File: src/rtl/bit_plane_packer_if.sv
// Pixel-in / plane-byte-out stream bundle for bit_plane_packer.
//   pixel, pix_valid, pix_ready      : 8-bit pixel stream from the image reader
//   out_data, out_plane, out_valid,
//   out_ready, out_last              : packed plane byte stream to the encoders
// slave  = packer side, master = the producer/consumer side driving it.
interface bit_plane_packer_if;
  logic [7:0] pixel;
  logic       pix_valid;
  logic       pix_ready;
  logic [7:0] out_data;
  logic [2:0] out_plane;
  logic       out_valid;
  logic       out_ready;
  logic       out_last;

  modport slave (
    input  pixel, pix_valid, out_ready,
    output pix_ready, out_data, out_plane, out_valid, out_last
  );
  modport master (
    output pixel, pix_valid, out_ready,
    input  pix_ready, out_data, out_plane, out_valid, out_last
  );
endinterface

File: src/rtl/bit_plane_packer.sv
// bit_plane_packer: splits each 8-bit pixel into its 8 bit planes, packs 8
// consecutive pixels per plane into one byte and emits the 8 plane bytes
// (plane 0 = LSB plane first) over a valid/ready handshake. One frame of
// NUM_PIXELS pixels is processed per start pulse.
// Ports:
//   clk, rst   : clock, asynchronous active-high reset
//   start      : one-cycle frame start, honoured only in IDLE
//   s          : stream bundle (slave side), see bit_plane_packer_if
//   busy       : high in every state but IDLE
//   done       : one-cycle pulse when a frame has been fully emitted
// Optional: define BIT_PLANE_GRAY_EN to Gray-code each pixel before splitting.
module bit_plane_packer #(
  parameter int NUM_PIXELS = 65536,
  parameter int PIX_CNT_W  = 17
) (
  input  logic               clk,
  input  logic               rst,
  input  logic               start,
  bit_plane_packer_if.slave  s,
  output logic               busy,
  output logic               done
);

  typedef enum logic [1:0] {IDLE, COLLECT, EMIT, DONE} state_t;

  state_t                 state;
  logic [7:0][7:0]        plane;
  logic [7:0][7:0]        plane_nxt;
  logic [3:0]             grp_cnt;   // {full, count[2:0]}
  logic [3:0]             grp_nxt;
  logic [PIX_CNT_W-1:0]   pix_cnt;
  logic [2:0]             idx;
  logic [2:0]             idx_nxt;
  logic                   last_grp;  // current group is the frame's final one
  logic [7:0]             px;
  logic                   accept;
  logic                   frame_end;
  logic                   grp_end;

`ifdef BIT_PLANE_GRAY_EN
  assign px = s.pixel ^ (s.pixel >> 1);
`else
  assign px = s.pixel;
`endif

  assign accept    = (state == COLLECT) && s.pix_valid && s.pix_ready;
  assign grp_nxt   = grp_cnt + 4'd1;
  assign grp_end   = grp_nxt[3];
  assign frame_end = (pix_cnt == PIX_CNT_W'(NUM_PIXELS - 1));
  assign idx_nxt   = idx + 3'd1;

  // Shift the accepted pixel's bits into every plane. A short final group is
  // pushed up so the first pixel still lands in bit 7 and the unused LSBs are 0.
  always_comb begin
    plane_nxt = plane;
    for (int k = 0; k < 8; k++) begin
      plane_nxt[k] = {plane[k][6:0], px[k]};
      if (frame_end && !grp_end)
        plane_nxt[k] = plane_nxt[k] << (4'd8 - grp_nxt);
    end
  end

  always_ff @(posedge clk or posedge rst) begin
    if (rst) begin
      state       <= IDLE;
      plane       <= '0;
      grp_cnt     <= '0;
      pix_cnt     <= '0;
      idx         <= '0;
      last_grp    <= 1'b0;
      s.pix_ready <= 1'b0;
      s.out_valid <= 1'b0;
      s.out_data  <= '0;
      s.out_plane <= '0;
      s.out_last  <= 1'b0;
      busy        <= 1'b0;
      done        <= 1'b0;
    end else begin
      case (state)
        IDLE: begin
          if (start) begin
            state       <= COLLECT;
            pix_cnt     <= '0;
            grp_cnt     <= '0;
            idx         <= '0;
            last_grp    <= 1'b0;
            plane       <= '0;
            s.pix_ready <= 1'b1;
            busy        <= 1'b1;
          end
        end
        COLLECT: begin
          if (accept) begin
            plane   <= plane_nxt;
            pix_cnt <= pix_cnt + 1'b1;
            grp_cnt <= grp_nxt;
            if (grp_end || frame_end) begin
              // Plane 0 goes out the cycle after the group-completing pixel.
              state       <= EMIT;
              s.pix_ready <= 1'b0;
              s.out_valid <= 1'b1;
              s.out_data  <= plane_nxt[0];
              s.out_plane <= 3'd0;
              s.out_last  <= 1'b0;
              last_grp    <= frame_end;
              idx         <= 3'd0;
            end
          end
        end
        EMIT: begin
          if (s.out_ready) begin
            if (idx == 3'd7) begin
              s.out_valid <= 1'b0;
              s.out_data  <= '0;
              s.out_plane <= '0;
              s.out_last  <= 1'b0;
              idx         <= '0;
              if (last_grp) begin
                state <= DONE;
                done  <= 1'b1;
              end else begin
                state       <= COLLECT;
                grp_cnt     <= '0;
                s.pix_ready <= 1'b1;
              end
            end else begin
              idx         <= idx_nxt;
              s.out_data  <= plane[idx_nxt];
              s.out_plane <= idx_nxt;
              s.out_last  <= last_grp && (idx_nxt == 3'd7);
            end
          end
        end
        DONE: begin
          state <= IDLE;
          done  <= 1'b0;
          busy  <= 1'b0;
        end
        default: state <= IDLE;
      endcase
    end
  end

endmodule

File: src/flat_wrapper.sv
// flat-port wrapper written by rule: the top's interface ports become plain ports
module bit_plane_packer_flat 
#(
  parameter int NUM_PIXELS = 65536,
  parameter int PIX_CNT_W  = 17
)
  (clk, rst, start, busy, done, s_pixel, s_pix_valid, s_out_ready, s_pix_ready, s_out_data, s_out_plane, s_out_valid, s_out_last);
  bit_plane_packer_if s_i ();
  input  logic clk;
  input  logic rst;
  input  logic start;
  output logic busy;
  output logic done;
  input wire logic [$bits(s_i.pixel)-1:0] s_pixel;
  input wire logic [$bits(s_i.pix_valid)-1:0] s_pix_valid;
  input wire logic [$bits(s_i.out_ready)-1:0] s_out_ready;
  output wire logic [$bits(s_i.pix_ready)-1:0] s_pix_ready;
  output wire logic [$bits(s_i.out_data)-1:0] s_out_data;
  output wire logic [$bits(s_i.out_plane)-1:0] s_out_plane;
  output wire logic [$bits(s_i.out_valid)-1:0] s_out_valid;
  output wire logic [$bits(s_i.out_last)-1:0] s_out_last;
  assign s_i.pixel = s_pixel;
  assign s_i.pix_valid = s_pix_valid;
  assign s_i.out_ready = s_out_ready;
  assign s_pix_ready = s_i.pix_ready;
  assign s_out_data = s_i.out_data;
  assign s_out_plane = s_i.out_plane;
  assign s_out_valid = s_i.out_valid;
  assign s_out_last = s_i.out_last;
  bit_plane_packer #(.NUM_PIXELS(NUM_PIXELS), .PIX_CNT_W(PIX_CNT_W)) u_core (.clk(clk), .rst(rst), .start(start), .s(s_i), .busy(busy), .done(done));
endmodule
File: config.mk
export PLATFORM = sky130hd
export DESIGN_NAME = bit_plane_packer_flat
export DESIGN_NICKNAME = d
export VERILOG_FILES = /design/src/rtl/bit_plane_packer_if.sv /design/src/rtl/bit_plane_packer.sv /design/src/flat_wrapper.sv
export SDC_FILE = /design/constraint.sdc
export NUM_CORES = 1
export LEC_CHECK = 0
export BUFFER_PORTS_ARGS = -buffer_cell sky130_fd_sc_hd__buf_2
export CORE_ASPECT_RATIO = 1.5
export CORE_MARGIN = 4
export CORE_UTILIZATION = 45
export CTS_CLUSTER_DIAMETER = 80
export CTS_CLUSTER_SIZE = 16
export DETAILED_ROUTE_END_ITERATION = 12
export HOLD_SLACK_MARGIN = 0.08
export PLACE_DENSITY_LB_ADDON = 0.25
export SLEW_MARGIN = 20
export SYNTH_ARGS = -nofsm -noshare
export SYNTH_HDL_FRONTEND = slang
export SYNTH_SLANG_ARGS = --single-unit
File: constraint.sdc
create_clock -name clk -period 3.5 [get_ports clk]
set_input_delay 0.7 -clock clk [delete_from_list [all_inputs] [get_ports clk]]
set_output_delay 0.7 -clock clk [all_outputs]
set_load 0.01 [all_outputs]
==> key figures, run 1 <==
CTS
  – H-tree levels: 3
  – Cts bufs inserted: 9
  – Root buffer cell: clkbuf_16
  – TritonCTS Sinks: 107
  – CTS tree: built
  – Skew-Pair Late Insertion Delay: 0.36 ns
  – Post-CTS Setup Repair Bufs: 0
  – Clock Path Buffers: 2
  – Hold buffers post-CTS: 0
  – Cts repair resizes: 0
  – Clock transition at path regs: 0.08 ns

Global routing
  – GRT overflow: 0
  – First-pass GRT wire length: between 30 and 40 mm
  – Total Routing Usage GR: 0.238
  – Initial antenna violation count: 0
  – Largest net degree at the start of global routing: 82
  – Number of global-route vias before repair: 6425

Power and ir drop
  – Leakage power: between 3 and 4 nW
  – Total Power: 7.16 mW
  – Max IR drop VDD: ~0.00054 V
  – Power Dens Cells: 902 nW/um2

Critical path
  – Crit path max fanout: 59
  – CP dominant cell by count: o21ai_0
  – Worst path required time: 3.78 ns
  – Crit-path slowest cell: mux2_4
  – CP max stage delay: 0.52 ns
  – Critical Path End Type: flop
  – Worst Path Arrival: 3.31 ns
  – CP delay by family, top: simple AND/OR/NAND/NOR gates
  – Critical path, cell by cell: nand3_1, or3_1, nor3_1, ha_1, nand2_1, mux2_4, a21oi_1, buf_4, o21ai_0, o21ai_0
  – Critical path class: reg2reg
  – Buf/Inv on CP: 1
  – Startpoint types: flop
  – R2R cell count: 10
  – Number of cells on the critical path: 10

Synth
  – Largest family of logic cells by synthesized area: compound AO/OA/AOI/OAI gates
  – Synth area leaders: dfrtp_1 37%, mux4_2 13%, o21ai_0 5.6%, a22oi_1 3.9%, nand2_1 3.9%
  – Synth async-reset ratio: 1.00
  – Syn_nets: 784
  – Post-synth EDFFs: 0
  – Synth Flop Type: dfrtp_1
  – Yosys warns: 0
  – Simple logic cell fraction of the synthesized area: 0.136
  – Post-synthesis xor/xnor area fraction: 0.0180
  – Post-synthesis sequential area ratio: 0.367
  – Post-synthesis cell area: 7310 um2
  – Post-Syn Instances: 765
  – Synthesized area per cell: 9.55 um2
  – Post-synthesis adder-cell area fraction: 0.0103
  – Synth Area in Compound Gates: 0.232
  – Post-synthesis mux area share: 0.178
  – Yosys reg bits: 107
  – Top-count cell post-synth: dfrtp_1
  – Post-synth cell types: 70
  – Commonest cells post-synth: 107 x dfrtp_1, 82 x o21ai_0, 75 x nand2_1, 47 x nor2_1, 42 x a21oi_1
  – Top cell type by total area after synthesis: dfrtp_1
  – Synth top area share: 0.367

STA
  – Clock skew: 0.0115 ns
  – Slew headroom: 0.386
  – Setup Total Neg Slack: 0 ns
  – Slew @ Worst Pin: 0.922 ns
  – Final setup vio count: 0
  – Slew Limit Fails: 0
  – Crit share post-route: 0.866
  – RSZ-0062 raised after global routing: no
  – Max Freq: between 0.3 and 0.4 GHz
  – Final min period: ~3.0 ns
  – Final hold violations: 0

Placement
  – Port Buffers: 28
  – GP Congestion: just under 0.9
  – DP Cell Count: 951
  – Final HPWL from detailed placement: 14.8 mm

Detailed routing
  – DRC: 0
  – First-pass detailed-route iteration total: 5
  – Via count: 6498
  – WL final: 21.3 mm
  – First DRT Iteration DRCs: 740
  – ANT nets after route: 0
  – Vias/cell: about 6.7
  – Routed WL per cell: approximately 22 um

Floorplanning
  – Starting Density: 0.463
  – Core footprint: ~16000 um2
  – Die H: roughly 160 um
  – I/O pin count: 29
  – DIE WIDTH: ~110 um
  – FP Rows: 56
  – Die Area: between 15000 and 20000 um2

Status
  – Status: finished clean

Cells and area
  – Number of antenna diodes: 0
  – Layout area overhead: 8.73%
  – # fillers: 1423
  – Fin cells: 968
  – Layout cell share with drive strength beyond 1: 0.190
  – # nets final: roughly 780

Run
  – Number of max-cap violations: 0

Min path
  – Worst hold path class: in2async
==> registers in the layout, indices dropped and copies added (netlist names) <==
signal	flops
u_core.busy	1
u_core.pix_cnt	17
u_core.idx	3
u_core.s.out_data	8
u_core.grp_cnt	4
u_core.s.out_valid	1
u_core.last_grp	1
u_core.s.pix_ready	1
u_core.plane	64
u_core.s.out_plane	3
u_core.s.out_last	1
u_core.done	1
u_core.state	2
==> worst paths after layout <==
kind,from,to,slack (ns)
setup / recovery,u_core.pix_cnt[11],u_core.plane[55],0.47
hold / removal,rst,u_core.plane[56],0.30
setup reg to reg,u_core.pix_cnt[11],u_core.plane[55],0.47
hold reg to reg,u_core.s.out_valid,u_core.s.out_valid,0.48
max in group asynchronous,rst,u_core.plane[28],2.40
min in group clk,u_core.s.out_valid,u_core.s.out_valid,0.48
==> cell type report <==
| type | count | area, um2 | share of cell area |
|---|---|---|---|
| clock buffer | 10 | 239 | 0.0301 |
| clock inverter | 6 | 95.1 | 0.0120 |
| inverter | 24 | 93.8 | 0.0118 |
| multi-input combinational | 564 | 4220 | 0.532 |
| sequential | 107 | 2680 | 0.337 |
| tap | 203 | 254 | 0.0320 |
| timing repair buffer | 54 | 360 | 0.0454 |
==> logic make-up (layout without fill, tap and decap cells) <==
logic type,count (synthesis),after routing
AOI/OAI and AO/OA,265,265
xor gates and xnor gates,15,15
adders and majority gates,6,6
buffers and inverters,94,94
DFF,107,107
muxes,76,76
and+or+nand+nor,202,202
==> metal layers <==
| metal | wire, um | GRT usage | up-vias | part of all wire |
|---|---|---|---|---|
| met1 | 8390 | 0.302 | 3261 | 0.39 |
| met3 | 1280 | 0.0225 | 59 | 0.060 |
| met2 | 10800 | 0.412 | 301 | 0.51 |
| met4 | 869 | 0.112 | 0 | 0.041 |
| met5 | 0 | 0 | - | 0 |
| li1 | - | - | 2877 | - |
==> through the flow <==
| stage | setup WS, ns | area [um2] | hold slack [ns] | util |
|---|---|---|---|---|
| after detailed placement | 0.500 | 7590 | 0.460 | 0.481 |
| after floorplan | 0.864 | 7310 | 0.443 | - |
| final | 0.469 | 7940 | 0.299 | 0.504 |
| after global placement | 0.648 | 7580 | 0.455 | 0.481 |
| after global routing | 0.226 | 7940 | 0.320 | 0.504 |
| after CTS | 0.477 | 7920 | 0.478 | 0.503 |
==> where the power goes <==
| part | switching (mW) | total [mW] | internal, mW |
|---|---|---|---|
| logic | 2.06 | 3.71 | 1.65 |
| clock network | 0.493 | 1.15 | 0.657 |
| registers | 0.647 | 2.30 | 1.66 |
| total | 3.20 | 7.16 | 3.96 |
==> cells in the final DEF, fill, tap and decap left out, types with 13 or more instances in the layout <==
cell / netlist / routed
a21oi_1: 42 / 41
a22o_1: 13 / 13
a22oi_1: 38 / 38
a31oi_1: 14 / 14
buf_2: 20 / 28
buf_4: 7 / 24
dfrtp_1: 107 / 106
inv_1: 23 / 22
mux2_2: 19 / 19
mux2i_1: 15 / 15
mux4_2: 41 / 41
nand2_1: 75 / 75
nand3_1: 16 / 16
nor2_1: 47 / 46
nor3_1: 13 / 13
o21ai_0: 82 / 82
o21ai_1: 14 / 14
No activity file was read; power rests on OpenSTA's default activity.
==> run 2: changes to the inputs <==
- ABC_AREA: default -> 1
==> run 2 against run 1 <==
  * Die area decreased by 0.92%
  * Final cell count increased by 33%
  * Synthesized area decreased by 0.98%
  * Clock power decreased by 10%
  * Global-route usage increased by 0.62 points
  * Clock skew decreased by 0.0016 ns
  * Register-to-register slack improved by 0.19 ns
  * Highest routed layer unchanged
  * First-iteration DRC count decreased by 21%
==> key figures, run 2 <==
Power and ir drop
  – Power Dens Cells: 301 nW/um2 (was 902 nW/um2)
  – Reg power frac: 0.531 (was 0.322)
  – Clock Power Share: 0.440 (was 0.161)
  – Switch share: 0.240 (was 0.447)
  – NetSw: 0.563 mW (was 3.20 mW)
  – Max IR drop VDD: 0.000215 V (was 0.000536 V)
  – Logic gate share of total power: 0.029 (was 0.518)
  – Leakage power: 3.60 nW (was 3.28 nW)
  – Pint: 1.78 mW (was 3.96 mW)

Synth
  – Synth Flop Type: dfrtp_1 (unchanged)
  – Post-synth cell types: 41 (was 70)
  – Largest family of logic cells by synthesized area: simple AND/OR/NAND/NOR gates (was compound AO/OA/AOI/OAI gates)
  – Synth area leaders: dfrtp_1 37%, nand2_1 17%, o21ai_0 11%, a21oi_1 5.8%, inv_1 4.9% (was dfrtp_1 37%, mux4_2 13%, o21ai_0 5.6%, a22oi_1 3.9%, nand2_1 3.9%)
  – Post-synthesis adder-cell area fraction: 0.0104 (was 0.0103)
  – Synthesized area per cell: 6.64 um2 (was 9.55 um2)
  – Yosys reg bits: 107 (unchanged)
  – Syn_nets: 1109 (was 784)
  – Post-synthesis sequential area ratio: 0.370 (was 0.367)
  – Post-Syn Instances: 1090 (was 765)
  – Synth async-reset ratio: 1.00 (unchanged)
  – Yosys warns: 0 (unchanged)
  – Synth top area share: 0.370 (was 0.367)
  – Synth Area in Compound Gates: 0.238 (was 0.232)
  – Simple logic cell fraction of the synthesized area: 0.278 (was 0.136)
  – Commonest cells post-synth: 325 x nand2_1, 157 x o21ai_0, 107 x dfrtp_1, 94 x inv_1, 84 x a21oi_1 (was 107 x dfrtp_1, 82 x o21ai_0, 75 x nand2_1, 47 x nor2_1, 42 x a21oi_1)
  – Post-synthesis cell area: 7230 um2 (was 7310 um2)
  – Post-synth EDFFs: 0 (unchanged)
  – Top-count cell post-synth: nand2_1 (was dfrtp_1)
  – Post-synthesis mux area share: 0.00138 (was 0.178)
  – Post-synthesis xor/xnor area fraction: 0.00242 (was 0.0180)
  – Top cell type by total area after synthesis: dfrtp_1 (unchanged)

Cells and area
  – Commonest non-fill, non-tap cell in the layout: nand2_1 (was dfrtp_1)
  – Max reg flops: 64 (unchanged)
  – Reg with most FFs: u_core.plane (unchanged)
  – Number of antenna diodes: 0 (unchanged)
  – Most frequent cells in the layout: 325 x nand2_1, 157 x o21ai_0, 106 x dfrtp_1 (was 106 x dfrtp_1, 82 x o21ai_0, 75 x nand2_1)
  – # nets final: 1098 (was 779)
  – Layout area overhead: 7.44% (was 8.73%)
  – Finished Core Util: 0.495 (was 0.504)
  – # fillers: 1649 (was 1423)
  – Layout cell share with drive strength beyond 1: 0.0876 (was 0.190)
  – Top Registers: u_core.plane: 64 flops, u_core.pix_cnt: 17 flops, u_core.s.out_data: 8 flops (unchanged)

Global routing
  – Grt met2 use: 0.411 (was 0.412)
  – Global-route track usage on met3: 0.0256 (was 0.0225)
  – Initial antenna violation count: 0 (unchanged)
  – GRT overflow: 0 (unchanged)
  – First-pass GRT wire length: 36.2 mm (was 35.3 mm)
  – Total Routing Usage GR: 0.245 (was 0.238)
  – Number of global-route vias before repair: 6950 (was 6425)
  – M1 GR Usage: 0.318 (was 0.302)
  – Largest net degree at the start of global routing: 81 (was 82)
  – GRT Max-Usage Layer: met2 (unchanged)

STA
  – Final hold slack: 0.454 ns (was 0.299 ns)
  – Crit share post-route: 0.811 (was 0.866)
  – Slew headroom: 0.280 (was 0.386)
  – Setup Total Neg Slack: 0 ns (unchanged)
  – Slew Limit Fails: 0 (unchanged)
  – Final min period: 2.84 ns (was 3.03 ns)
  – Final setup vio count: 0 (unchanged)
  – Final hold violations: 0 (unchanged)
  – RSZ-0062 raised after global routing: no (unchanged)
  – Clock skew: 0.00993 ns (was 0.0115 ns)
  – Slew @ Worst Pin: 1.07 ns (was 0.922 ns)
  – Max Freq: 0.352 GHz (was 0.330 GHz)

Critical path
  – Worst Path Arrival: 3.12 ns (was 3.31 ns)
  – Worst path required time: 3.78 ns (about the same)
  – Startpoint types: flop (unchanged)
  – Critical Path End Type: flop (unchanged)
  – Critical path class: reg2reg (unchanged)
  – Crit path max fanout: 16 (was 59)

CTS
  – Skew-Pair Late Insertion Delay: 0.37 ns (was 0.36 ns)
  – Root buffer cell: clkbuf_16 (unchanged)
  – Clock transition at path regs: 0.07 ns (was 0.08 ns)
  – H-tree levels: 3 (unchanged)
  – Hold buffers post-CTS: 0 (unchanged)
  – Cts repair resizes: 0 (unchanged)
  – CTS tree: built (unchanged)
  – Cts bufs inserted: 9 (unchanged)
  – Clock Path Buffers: 2 (unchanged)
  – TritonCTS Sinks: 107 (unchanged)
  – Post-CTS Setup Repair Bufs: 0 (unchanged)

Floorplanning
  – I/O pin count: 29 (unchanged)
  – Die H: 163 um (was 164 um)
  – Starting Density: 0.461 (was 0.463)
  – Die Area: 18200 um2 (was 18400 um2)
  – Core footprint: 15700 um2 (was 15800 um2)
  – DIE WIDTH: 112 um (about the same)
  – FP Rows: 56 (unchanged)

Detailed routing
  – First DRT Iteration DRCs: 583 (was 740)
  – DRC: 0 (unchanged)
  – Routed WL per cell: 17.0 um (was 22.0 um)
  – First-pass detailed-route iteration total: 5 (unchanged)
  – ANT nets after route: 0 (unchanged)
  – WL final: 21.9 mm (was 21.3 mm)
  – Via count: 7307 (was 6498)
  – Vias/cell: 5.68 (was 6.71)

Min path
  – Worst hold path class: in2async (unchanged)

Run
  – Number of max-cap violations: 0 (unchanged)

Placement
  – Final HPWL from detailed placement: 15.0 mm (was 14.8 mm)
  – Port Buffers: 28 (unchanged)
  – GP Congestion: 0.893 (was 0.878)

Status
  – Status: finished clean (unchanged)
-- run 2: cell types whose count changed in the layout (fill, tap and decap cells not counted), moves of 9 or more --
cell / previous run / this run
a22oi_1: 38 / 7
a21o_1: 11 / 0
mux4_2: 41 / 0
mux2_2: 19 / 0
o21ai_0: 82 / 157
xnor2_1: 10 / 0
nand3_1: 16 / 65
o22ai_1: 3 / 36
o221ai_1: 9 / 0
nand2_1: 75 / 325
inv_1: 22 / 93
a22o_1: 13 / 0
a21oi_1: 41 / 84
mux2i_1: 15 / 1
-- run 2: per-layer routing --
| layer | share of wire | vias up | wire length, um |
|---|---|---|---|
| met5 | 0 | - | 0 |
| met4 | 0.033 | 0 | 714 |
| met3 | 0.054 | 42 | 1180 |
| met2 | 0.48 | 278 | 10600 |
| met1 | 0.43 | 3396 | 9420 |
| li1 | - | 3591 | - |
-- run 2: kinds of logic (layout without fill, tap and decap cells) --
logic type | count (synthesis) | in the layout
compound gates | 320 | 320
xor+xnor | 2 | 2
fa+ha+maj | 6 | 6
buf+inv | 174 | 168
flops | 107 | 107
mux | 1 | 1
simple gates | 480 | 480
-- run 2: per-stage QoR --
step | worst slack, ns | instances | power, mW | instance area (um2)
2_1_floorplan | 1.40 | 1090 | 1.31 | 7240
3_3_place_gp | 0.709 | 1271 | 1.34 | 7480
3_5_place_dp | 0.698 | 1271 | 1.34 | 7480
4_1_cts | 0.684 | 1287 | 2.37 | 7770
5_1_grt | 0.280 | 1287 | 2.43 | 7770
6_report | 0.661 | 1287 | 2.34 | 7770
-- run 2: power by group through the flow --
stage / clock, mW / combinational [mW] / sequential (mW)
global route: 1.11 / 0.0787 / 1.24
global placement: 0 / 0.0706 / 1.27
CTS: 1.05 / 0.0710 / 1.24
detailed placement: 0 / 0.0706 / 1.27
floorplan: 0 / 0.0357 / 1.27
finish: 1.03 / 0.0689 / 1.24
-- run 2: final timing paths --
check,end,from,cells past startpoint,slack (ns)
worst max register to register,u_core.plane[46],u_core.pix_cnt[3],13,0.66
worst max-delay path,u_core.plane[46],u_core.pix_cnt[3],13,0.66
min in group clk,u_core.plane[63],u_core.plane[63],2,0.48
worst min register to register,u_core.plane[63],u_core.plane[63],2,0.48
max in group asynchronous,u_core.plane[57],rst,3,2.24
worst min-delay path,u_core.s.out_data[1],rst,2,0.45
-- run 2: worst max-delay path, cell delays in order, from the launching register on --
cell and delay [ns]:
dfrtp_1 0.38, nand2_1 0.06, nor2_1 0.16, nand3_1 0.10, nor2_1 0.18, inv_1 0.06
nor4_1 0.21, ha_1 0.22, inv_1 0.09, nor2_4 0.38, o21ai_1 0.49, a21oi_1 0.28
nand2_1 0.07, o21ai_0 0.06
-- run 2: area by class of cell --
type	count	area [um2]	share of cell area
timing repair buffer	48	315	0.0406
sequential	107	2680	0.345
clock buffer	10	239	0.0307
clock inverter	6	56.3	0.00724
inverter	104	397	0.0510
tap	203	254	0.0327
multi-input combinational	809	3830	0.493
==> run 3: changes to the inputs <==
- clock period: 3.5 -> 2.31 ns (I/O delays scaled with it)
==> run 3 against run 2 <==
  * Critical path depth is 1 higher
  * Die area unchanged
  * Maximum frequency rose by 26%
  * First-iteration DRC count is 4.8% lower
  * Highest routed layer unchanged
  * Largest cell class unchanged
  * Wire length rose by 3.4%
==> key figures, run 3 (synthesis gave the netlist of run 2 again) <==
Status
  – Status: finished clean (unchanged)

Detailed routing
  – Routed WL per cell: 17.1 um (was 17.0 um)
  – ANT nets after route: 0 (unchanged)
  – First-pass detailed-route iteration total: 7 (was 5)
  – WL final: 22.6 mm (was 21.9 mm)
  – DRC: 0 (unchanged)
  – Via count: 7499 (was 7307)
  – Vias/cell: 5.68 (about the same)
  – First DRT Iteration DRCs: 555 (was 583)

Min path
  – Worst hold path class: in2async (unchanged)

Critical path
  – R2R Setup Slk: 0.06 ns (was 0.66 ns)
  – R2R cell count: 14 (was 13)
  – CP max stage delay: 0.41 ns (was 0.49 ns)
  – Critical Path End Type: flop (unchanged)
  – CP delay by family, top: simple AND/OR/NAND/NOR gates (unchanged)
  – Worst Path Arrival: 2.55 ns (was 3.12 ns)
  – Critical path class: reg2reg (unchanged)
  – Crit path max fanout: 6 (was 16)
  – Critical R2R Capture: u_core.plane[58] (was u_core.plane[46])
  – Crit-path slowest cell: dfrtp_1 (was o21ai_1)
  – Critical path, cell by cell: ha_4, nand3_2, nor2_4, inv_2, nor4_4, ha_2, inv_2, nor2_4, buf_6, nand2_4, clkbuf_16, o22ai_2, nand2_1, nand2_1 (was nand2_1, nor2_1, nand3_1, nor2_1, inv_1, nor4_1, ha_1, inv_1, nor2_4, o21ai_1, a21oi_1, nand2_1, o21ai_0)
  – Worst path required time: 2.61 ns (was 3.78 ns)
  – Buf/Inv on CP: 4 (was 2)
  – Number of cells on the critical path: 14 (was 13)
  – Startpoint types: flop (unchanged)
  – Crit Reg-Reg Startpoint: u_core.pix_cnt[0] (was u_core.pix_cnt[3])

STA
  – Final min period: 2.25 ns (was 2.84 ns)
  – Slew @ Worst Pin: 0.603 ns (was 1.07 ns)
  – Final setup vio count: 0 (unchanged)
  – PnR worst setup slack: 0.0557 ns (was 0.661 ns)
  – RSZ-0062 raised after global routing: yes (was no)
  – Final hold slack: 0.252 ns (was 0.454 ns)
  – Slew headroom: 0.598 (was 0.280)
  – Final hold violations: 0 (unchanged)
  – Max Freq: 0.444 GHz (was 0.352 GHz)
  – Setup Total Neg Slack: 0 ns (unchanged)
  – Crit share post-route: 0.976 (was 0.811)
  – Slew Limit Fails: 0 (unchanged)
  – Clock skew: 0.0138 ns (was 0.00993 ns)

CTS
  – CTS tree: built (unchanged)
  – Skew-Pair Late Insertion Delay: 0.37 ns (about the same)
  – Clock transition at path regs: 0.07 ns (about the same)
  – TritonCTS Sinks: 107 (unchanged)
  – Root buffer cell: clkbuf_16 (unchanged)
  – H-tree levels: 3 (unchanged)
  – Clock Path Buffers: 2 (unchanged)
  – Cts bufs inserted: 9 (unchanged)
  – Hold buffers post-CTS: 0 (unchanged)

Cells and area
  – # nets final: 1132 (was 1098)
  – Commonest non-fill, non-tap cell in the layout: nand2_1 (unchanged)
  – Layout cell share with drive strength beyond 1: 0.154 (was 0.0876)
  – Reg with most FFs: u_core.plane (unchanged)
  – Fin cells: 1321 (was 1287)
  – Most frequent cells in the layout: 323 x nand2_1, 141 x o21ai_0, 106 x dfrtp_1 (was 325 x nand2_1, 157 x o21ai_0, 106 x dfrtp_1)
  – Final Cell Area: 8390 um2 (was 7770 um2)
  – Max reg flops: 64 (unchanged)
  – Top Registers: u_core.plane: 64 flops, u_core.pix_cnt: 17 flops, u_core.s.out_data: 8 flops (unchanged)
  – Finished Core Util: 0.535 (was 0.495)
  – Number of antenna diodes: 0 (unchanged)
  – Layout area overhead: 16.0% (was 7.44%)

Floorplanning
  – Core footprint: 15700 um2 (unchanged)
  – DIE WIDTH: 112 um (unchanged)
  – Die H: 163 um (unchanged)
  – FP Rows: 56 (unchanged)
  – Starting Density: 0.461 (unchanged)
  – Die Area: 18200 um2 (unchanged)
  – I/O pin count: 29 (unchanged)

Placement
  – GP Congestion: 0.926 (was 0.893)
  – DP Cell Count: 1298 (was 1271)
  – Pre-CTS WS: -0.115 ns (was 0.698 ns)
  – Port Buffers: 28 (unchanged)
  – Final HPWL from detailed placement: 15.2 mm (was 15.0 mm)
  – Placed cell areas: 7770 um2 (was 7480 um2)

Run
  – Number of max-cap violations: 0 (unchanged)

Power and ir drop
  – Power Dens Cells: 433 nW/um2 (was 301 nW/um2)
  – Max IR drop VDD: 0.000307 V (was 0.000215 V)
  – Pint: 2.77 mW (was 1.78 mW)
  – NetSw: 0.865 mW (was 0.563 mW)
  – Total Power: 3.64 mW (was 2.34 mW)
  – Reg power frac: 0.518 (was 0.531)
  – Switch share: 0.238 (was 0.240)
  – Clock Power Share: 0.454 (was 0.440)
  – Logic gate share of total power: 0.028 (was 0.029)
  – Leakage power: 3.85 nW (was 3.60 nW)

Global routing
  – Initial antenna violation count: 0 (unchanged)
  – Total Routing Usage GR: 0.248 (was 0.245)
  – First-pass GRT wire length: 36.6 mm (was 36.2 mm)
  – Largest net degree at the start of global routing: 108 (was 81)
  – Number of global-route vias before repair: 7193 (was 6950)
  – GRT overflow: 0 (unchanged)
run 3: repair_timing:
item,4_1_cts,5_1_grt
resized for setup,2,72
cloned,0,1
endpoints found under the setup margin,56,82
pin swaps,0,12
setup buffers,0,6
run 3: worst min-delay path, stage by stage:
cell,delay (ns)
buf_2,0.11
clkinvlp_4,0.07
buf_12,0.43
run 3: final cells by class:
cell class | instances | area [um2]
clock inverters | 7 | 83.8
well taps | 203 | 254
multi-input cells | 809 | 4050
inverters | 104 | 399
flip-flops and latches | 107 | 2680
fillers | 1556 | 7300
repair buffers | 82 | 703
clock buffers | 9 | 225
run 3: per-layer routing:
metal,GRT usage,up-vias,part of all wire
met5,0,-,0
met4,0.123,0,0.040
met3,0.0360,59,0.057
met2,0.422,272,0.50
met1,0.307,3492,0.41
li1,-,3676,-
run 3: worst max path at each step:
stage / startpoint / to / slack (ns)
floorplan: u_core.pix_cnt[0] / u_core.s.out_valid / 0.21
global placement: u_core.pix_cnt[0] / u_core.s.out_valid / -0.06
detailed placement: u_core.pix_cnt[0] / u_core.s.out_valid / -0.11
CTS: u_core.pix_cnt[0] / u_core.s.out_valid / 0.0009
global route: u_core.pix_cnt[3] / u_core.plane[57] / -0.12
finish: u_core.pix_cnt[0] / u_core.plane[58] / 0.06
run 3: power groups by stage:
stage          Sequential [mW]  Clock [mW]  Combinational, mW
2_1_floorplan             1.92           0             0.0540
3_3_place_gp              1.92           0              0.105
3_5_place_dp              1.92           0              0.104
4_1_cts                   1.88        1.68              0.105
5_1_grt                   1.88        1.75              0.118
6_report                  1.88        1.65              0.104
